`config.mk`:
```
export PLATFORM = sky130hd
export DESIGN_NAME = if1_pcgen
export DESIGN_NICKNAME = d
export VERILOG_FILES = /design/src/rtl/if1_pcgen.sv
export SDC_FILE = /design/constraint.sdc
export NUM_CORES = 1
export LEC_CHECK = 0
export ABC_AREA = 0
export BUFFER_PORTS_ARGS = -buffer_cell sky130_fd_sc_hd__buf_2
export CELL_PAD_IN_SITES_DETAIL_PLACEMENT = 2
export CELL_PAD_IN_SITES_GLOBAL_PLACEMENT = 2
export CORE_MARGIN = 2
export CORE_UTILIZATION = 24
export DETAILED_ROUTE_END_ITERATION = 16
export PLACE_DENSITY = 0.88
export SYNTH_ARGS = -nofsm -noshare
export SYNTH_HDL_FRONTEND = slang
export SYNTH_SLANG_ARGS = --single-unit
```
`constraint.sdc`:
```
create_clock -name clk -period 2.5 [get_ports clk]
set_input_delay 0 -clock clk [delete_from_list [all_inputs] [get_ports clk]]
set_output_delay 0 -clock clk [all_outputs]
set_load 0.005 [all_outputs]
```
`src/rtl/if1_pcgen.sv`:
```
// IF1 fetch-PC generator: picks the next fetch-group PC from redirects, stalls,
// the branch predictor or sequential advance. IF1_REDIRECT_BUF_EN adds a pending-redirect entry.
module if1_pcgen #(
  parameter int unsigned FETCH_WIDTH = 4,
  parameter logic [31:0] RESET_PC    = 32'h1c00_0000
) (
  input  logic                   clk,
  input  logic                   rstn,
  input  logic                   bp_taken,
  input  logic [31:0]            bp_target,
  input  logic                   EX_BR,
  input  logic [31:0]            pc_BR,
  input  logic                   BR_predecoder,
  input  logic [31:0]            PC_predecoder,
  input  logic                   stall_ICache,
  input  logic                   stall_full_instr,
  output logic [31:0]            pc_IF1,
  output logic                   is_valid,
  output logic [FETCH_WIDTH-1:0] valid_mask,
  output logic                   fetch_adef
);

  localparam int unsigned OFF_W       = (FETCH_WIDTH > 1) ? $clog2(FETCH_WIDTH) : 1;
  localparam logic [31:0] GROUP_BYTES = 32'(4 * FETCH_WIDTH);
  localparam logic [31:0] ALIGN_MASK  = ~(GROUP_BYTES - 32'd1);

  logic [31:0]            pc_q;
  logic [31:0]            pc_d;
  logic                   valid_q;
  logic                   stall_s;
  logic                   pend_block_s;
  logic [31:0]            seq_pc_s;
  logic [31:0]            base_next_s;
  logic [OFF_W-1:0]       slot_off_s;
  logic [FETCH_WIDTH-1:0] mask_s;

  assign stall_s    = stall_ICache | stall_full_instr;
  assign seq_pc_s   = (pc_q & ALIGN_MASK) + GROUP_BYTES;
  assign slot_off_s = (FETCH_WIDTH > 1) ? OFF_W'(pc_q[31:2]) : '0;

  assign pc_IF1     = pc_q;
  assign fetch_adef = valid_q & (pc_q[1:0] != 2'b00);
  assign is_valid   = valid_q & ~stall_s & ~BR_predecoder & ~EX_BR & ~pend_block_s;
  assign valid_mask = mask_s;

  // Slot validity; a misaligned PC confines the group to its first slot so the exception rides it.
  always_comb begin
    mask_s = '0;
    for (int i = 0; i < FETCH_WIDTH; i++) begin
      if (fetch_adef) begin
        mask_s[i] = is_valid & (OFF_W'(i) == slot_off_s);
      end else begin
        mask_s[i] = is_valid & (OFF_W'(i) >= slot_off_s);
      end
    end
  end

  // Next PC ignoring execute redirects and any pending entry.
  always_comb begin
    base_next_s = seq_pc_s;
    if (BR_predecoder) begin
      base_next_s = PC_predecoder;
    end else if (stall_s) begin
      base_next_s = pc_q;
    end else if (bp_taken) begin
      base_next_s = bp_target;
    end else begin
      base_next_s = seq_pc_s;
    end
  end

`ifdef IF1_REDIRECT_BUF_EN
  logic        pend_vld_q;
  logic        pend_vld_d;
  logic        pend_ex_q;
  logic        pend_ex_d;
  logic [31:0] pend_tgt_q;
  logic [31:0] pend_tgt_d;

  assign pend_block_s = pend_vld_q;

  // While the ICache stalls, redirects are parked; an execute-sourced entry outranks the predecoder.
  always_comb begin
    pc_d       = pc_q;
    pend_vld_d = pend_vld_q;
    pend_ex_d  = pend_ex_q;
    pend_tgt_d = pend_tgt_q;
    if (stall_ICache) begin
      if (EX_BR) begin
        pend_vld_d = 1'b1;
        pend_ex_d  = 1'b1;
        pend_tgt_d = pc_BR;
      end else if (BR_predecoder && !(pend_vld_q && pend_ex_q)) begin
        pend_vld_d = 1'b1;
        pend_ex_d  = 1'b0;
        pend_tgt_d = PC_predecoder;
      end else begin
        pend_vld_d = pend_vld_q;
      end
    end else begin
      pend_vld_d = 1'b0;
      pend_ex_d  = 1'b0;
      if (EX_BR) begin
        pc_d = pc_BR;
      end else if (pend_vld_q) begin
        pc_d = pend_tgt_q;
      end else begin
        pc_d = base_next_s;
      end
    end
  end

  // Pending-redirect entry.
  always_ff @(posedge clk or negedge rstn) begin
    if (!rstn) begin
      pend_vld_q <= 1'b0;
      pend_ex_q  <= 1'b0;
      pend_tgt_q <= 32'h0000_0000;
    end else begin
      pend_vld_q <= pend_vld_d;
      pend_ex_q  <= pend_ex_d;
      pend_tgt_q <= pend_tgt_d;
    end
  end
`else
  assign pend_block_s = 1'b0;

  // Execute redirect has top priority and is not blocked by stalls.
  always_comb begin
    pc_d = base_next_s;
    if (EX_BR) begin
      pc_d = pc_BR;
    end else begin
      pc_d = base_next_s;
    end
  end
`endif

  // Fetch PC and the first-cycle-after-reset qualifier.
  always_ff @(posedge clk or negedge rstn) begin
    if (!rstn) begin
      pc_q    <= RESET_PC;
      valid_q <= 1'b0;
    end else begin
      pc_q    <= pc_d;
      valid_q <= 1'b1;
    end
  end

endmodule

```
==> After elaboration in Yosys (flattened, before gate mapping) <==
Index checks and enable logic that the tools add are counted.
{ "word_totals": {"in_bits": 103, "reg_bits": 33} }
{ "classes": {"eq_ne": 4, "n_reduce_logical": 2, "n_bitwise": 16, "n_addsub": 1, "n_lt_le_gt_ge": 4, "muxes": 8} }
{ "ops": {"columns": ["cell", "count"], "rows": [
  ["$mux W32", 4],
  ["$add A32 B5 Y32 const B", 1],
  ["$and A1 B1 Y1", 12],
  ["$eq A2 B2 Y1 const A", 2],
  ["$ge A1 B2 Y1 const A", 2],
  ["$ge A2 B2 Y1 const A", 2],
  ["$mux W1", 4],
  ["$ne A3 B3 Y1 const B", 1],
  ["$not A1 Y1", 3],
  ["$eq A1 B2 Y1 const A", 1],
  ["$logic_not A2 Y1", 1],
  ["$reduce_bool A2 Y1", 1],
  ["$or A1 B1 Y1", 1]
]} }

==> Logic depth before layout (Yosys ltp) <==
{ "logic_depth": {"ltp_word": 7, "ltp_mapped": 7, "ltp_nobuf": 6} }

==> Least setup slack after synthesis <==
Ideal clock, no wire load.
{ "synth_path": {"path_type": "reg-to-reg", "from": "register pc_q[9], in the netlist pc_IF1[9]", "to": "register pc_q[31], in the netlist pc_IF1[31]", "stages_incl_launch_ff": 7, "synth_period_minus_slack_ns": 1.823, "setup_time_ns": 0.131, "setup_slack_ns": 0.677, "t_arrival_ns": 1.692, "path_cell_list": "dfrtp_1 > nand3_2 > or2_2 > buf_6 > nor4b_1 > a21oi_1 > or3_1"} }
{ "synth_via": {"elab_chain_cells": 5} }
{ "synth_rtl": {"columns": ["item", "line", "rtl"], "rows": [
  ["start: declaration", "27", "logic [31:0] pc_q;"],
  ["start signal: assignment", "145", "pc_q <= pc_d;"],
  ["$add A32 B5 Y32", "38", "assign seq_pc_s = (pc_q & ALIGN_MASK) + GROUP_BYTES;"],
  ["$mux W32", "65", "end else if (bp_taken) begin"],
  ["$mux W32", "63", "end else if (stall_s) begin"],
  ["$mux W32", "61", "if (BR_predecoder) begin"],
  ["$mux W32", "131", "if (EX_BR) begin"]
]} }
Every way passes these cells. The select of a mux whose other input is x is not followed.
A chain may end at the register's enable or synchronous reset.

==> Final worst setup path <==
{ "layout_path": {"from": "register pc_q[12], in the netlist pc_IF1[12]", "to": "register pc_q[28], in the netlist pc_IF1[28]"} }
Same word-level chain as after synthesis.

==> reports/metrics.cfg <==
[synth]
synth_compound_area_share_pct = 34.0
synthDominantCellAreaShare_pct = 27.8
synth-seq-area-share_pct = 30.7
synth_edf_count = 0
synth-xor-area-share_pct = 1.62
yosys_warnings = 0
synth_mux_area_share_pct = 1.85
async_flop_share_pct = 100
netlist_instances = 340
ys_types = 62
yosysTopAreaCell = dfrtp_1
synth_flop_cell = dfrtp_1
synth.area.top_cells = dfrtp_1 (28%), o21ai_0 (6.1%), a221oi_1 (4.2%), nor2_1 (3.9%), nand2_1 (3.8%)
syn_area_um2 = 2700
synth_top_family_by_area = compound AO/OA/AOI/OAI gates
yosys-top-cells-count = o21ai_0 (33), dfrtp_1 (30), nor2_1 (28)
synthAdderAreaFrac_pct = 0.463
syn_nets = 444
synth-simple-area-share_pct = 25.7
synth.most_common_cell = o21ai_0
postSynthAreaPerCell_um2 = 7.95
ys_ff_latch = 33

[power_and_ir_drop]
pwr_density_cell_nw_per_um2 = 465
worst_ir_drop_vdd_mv = 0.167
p_leak_nw = 1.61

[sta]
finClkSkew_ns = 0.00630
hold_ws_ns = 0.00429
hold_viol = 0
worstMarginPinSlew_ns = 0.806
slew_viol_final = 0
setup_viol = 0
fmax_mhz = 480
worst_slack_ns = 0.418
period_share_pct = 83.3
tns_ns = 0
rsz0062_at_grt = no
period_minus_slack_ns = 2.08
slew_headroom_pct = 46.3

[placed_design]
place_hpwl_mm = 10.0
post-place-ws_ns = 0.480
routabilityCongestion = 0.857
io_buffers = 140
dp.cells = 604

[detailed_routing]
drc = 0
antenna_left = 0
drt-total-wl_mm = 13.1
first_pass_iters = 4
vias = 3469
vias_per_cell = 5.63
routedWlPerCell_um = 21.2
first_iter_violations = 124

[critical_path]
start_kind = flop
crit_chain = and4_1, nand2_1, nor4_1, mux2i_1, o311ai_0
regToRegSetupSlack_ns = 0.42
endpoint_kind = flop
arrival_ns = 2.28
reg2reg_depth = 5
cp_slowest_cell = nor4_1
path_delay_family = simple AND/OR/NAND/NOR gates
crit_fanout = 9
path_buf_inv = 0
worstPathRequired_ns = 2.70
critPathKind = flop to flop
max_stage_delay_ns = 0.54
r2r_start = pc_IF1[12]
worstReg2RegEnd = pc_IF1[28]

[layout]
fin_cells = 616
final_util_pct = 34.0
drive_gt1_share_pct = 36.3
fin_nets = 579
insertedDiodeCount = 0
area_growth_pct = 37.1

[global_route]
overflow = 0
grt_pass1_wl_mm = 20.6
antenna_found_initial = 0
grt_max_degree = 34
grt_pass1_vias = 3796
grtUsageTotal_pct = 22.1

[floorplan]
die_h_um = 110
ios = 141
dieArea_um2 = 12100
core_area_um2 = 10900
die_w_um = 110
num_rows = 38
initial_utilization_pct = 24.8

[min_path]
hold_depth = 3
hold_path.class = input port to flop
min_from = pc_BR[3]
min_to = pc_IF1[3]

[clock_tree]
cts_setup_buffers = 0
cts_num_sinks = 33
clk_transition_reported_paths_ns = 0.08
cts_root_buf = clkbuf_8
cts_made_buffers = 5
cts_tree = built
worst_skew_pair.late_latency_ns = 0.29
cts_buffer_depth = 2
h-tree-depth = 2

[run]
drv_cap = 0

[outcome]
status = complete, no violations

## state kept, by name, summed over array words and instances (netlist names)
register / flops
pc_IF1: 32
valid_q: 1
## kinds of logic after synthesis
family | count (synthesis)
other | 1
buffers and inverters | 37
flip-flops | 33
adder cells (fa/ha/maj) | 1
AO/OA/AOI/OAI | 129
AND/OR/NAND/NOR | 129
XOR/XNOR | 5
multiplexers | 5
## placed cells by master, fill, tap and decap left out, types with 4 or more instances in the layout
| master | instances |
|---|---|
| a221oi_1 | 13 |
| a221o_1 | 9 |
| nor4_1 | 7 |
| nand3_1 | 12 |
| o21ai_0 | 33 |
| nor2_1 | 28 |
| inv_1 | 9 |
| buf_2 | 140 |
| a32o_1 | 4 |
| nand2_1 | 27 |
| o221ai_1 | 5 |
| nand2b_1 | 9 |
| a22oi_1 | 5 |
| nor3_1 | 8 |
| dfrtp_1 | 30 |
| a21oi_1 | 16 |
| o31ai_1 | 6 |
| buf_4 | 12 |
| clkbuf_8 | 7 |
| mux2i_1 | 5 |
| xnor2_1 | 4 |
| a31oi_1 | 5 |
| nand4_1 | 8 |
| nor2b_1 | 5 |
| dlygate4sd3_1 | 4 |
| o22ai_1 | 6 |
| and4_1 | 5 |
## metrics by stage
step	area, um^2	power [mW]
detailed placement	3560	1.25
global route	3700	1.84
finish	3700	1.72
CTS	3700	1.74
global placement	3560	1.22
floorplan	2700	0.960
## per-layer routing
metal | wire length (um) | vias to the layer above | global-route usage, % | part of all wire (%)
li1 | - | 1592 | - | -
met1 | 5450 | 1716 | 27.4 | 42
met2 | 6350 | 137 | 38.0 | 49
met3 | 928 | 24 | 4.29 | 7.1
met4 | 333 | 0 | 7.68 | 2.5
met5 | 0 | - | 0 | 0
## how the worst max path moves through the flow
| stage | startpoint | depth (start not counted) | to |
|---|---|---|---|
| 3_3_place_gp | pc_IF1[10] | 5 | pc_IF1[31] |
| 5_1_grt | pc_IF1[12] | 5 | pc_IF1[28] |
| 3_5_place_dp | pc_IF1[12] | 5 | pc_IF1[28] |
| 2_1_floorplan | pc_IF1[9] | 6 | pc_IF1[31] |
| 6_report | pc_IF1[12] | 5 | pc_IF1[28] |
| 4_1_cts | pc_IF1[12] | 5 | pc_IF1[28] |
## where the power goes
part	leakage (nW)	total [mW]	switching [mW]	internal, mW
combinational	1.17	0.540	0.291	0.249
sequential	0.383	0.715	0.109	0.605
clock	0.0542	0.469	0.219	0.249
## repair_timing
item	in CTS	in global routing
endpoints found under the hold margin	33	0
hold buffers	4	0
gates resized for setup	0	0
## cell type report
cell class,instances,area (um^2)
Tap cell,140,175
Multi-Input combinational cell,270,1730
Inverter,9,33.8
Sequential cell,33,830
Clock inverter,1,5.00
Clock buffer,7,96.3
Timing Repair Buffer,156,831
Fill cell,1272,7190
## worst min-delay path, cell delays in order
cell and delay (ns):
buf_2 0.07, o21ai_0 0.05, o21ai_0 0.13
(Power assumes the default switching activity.)
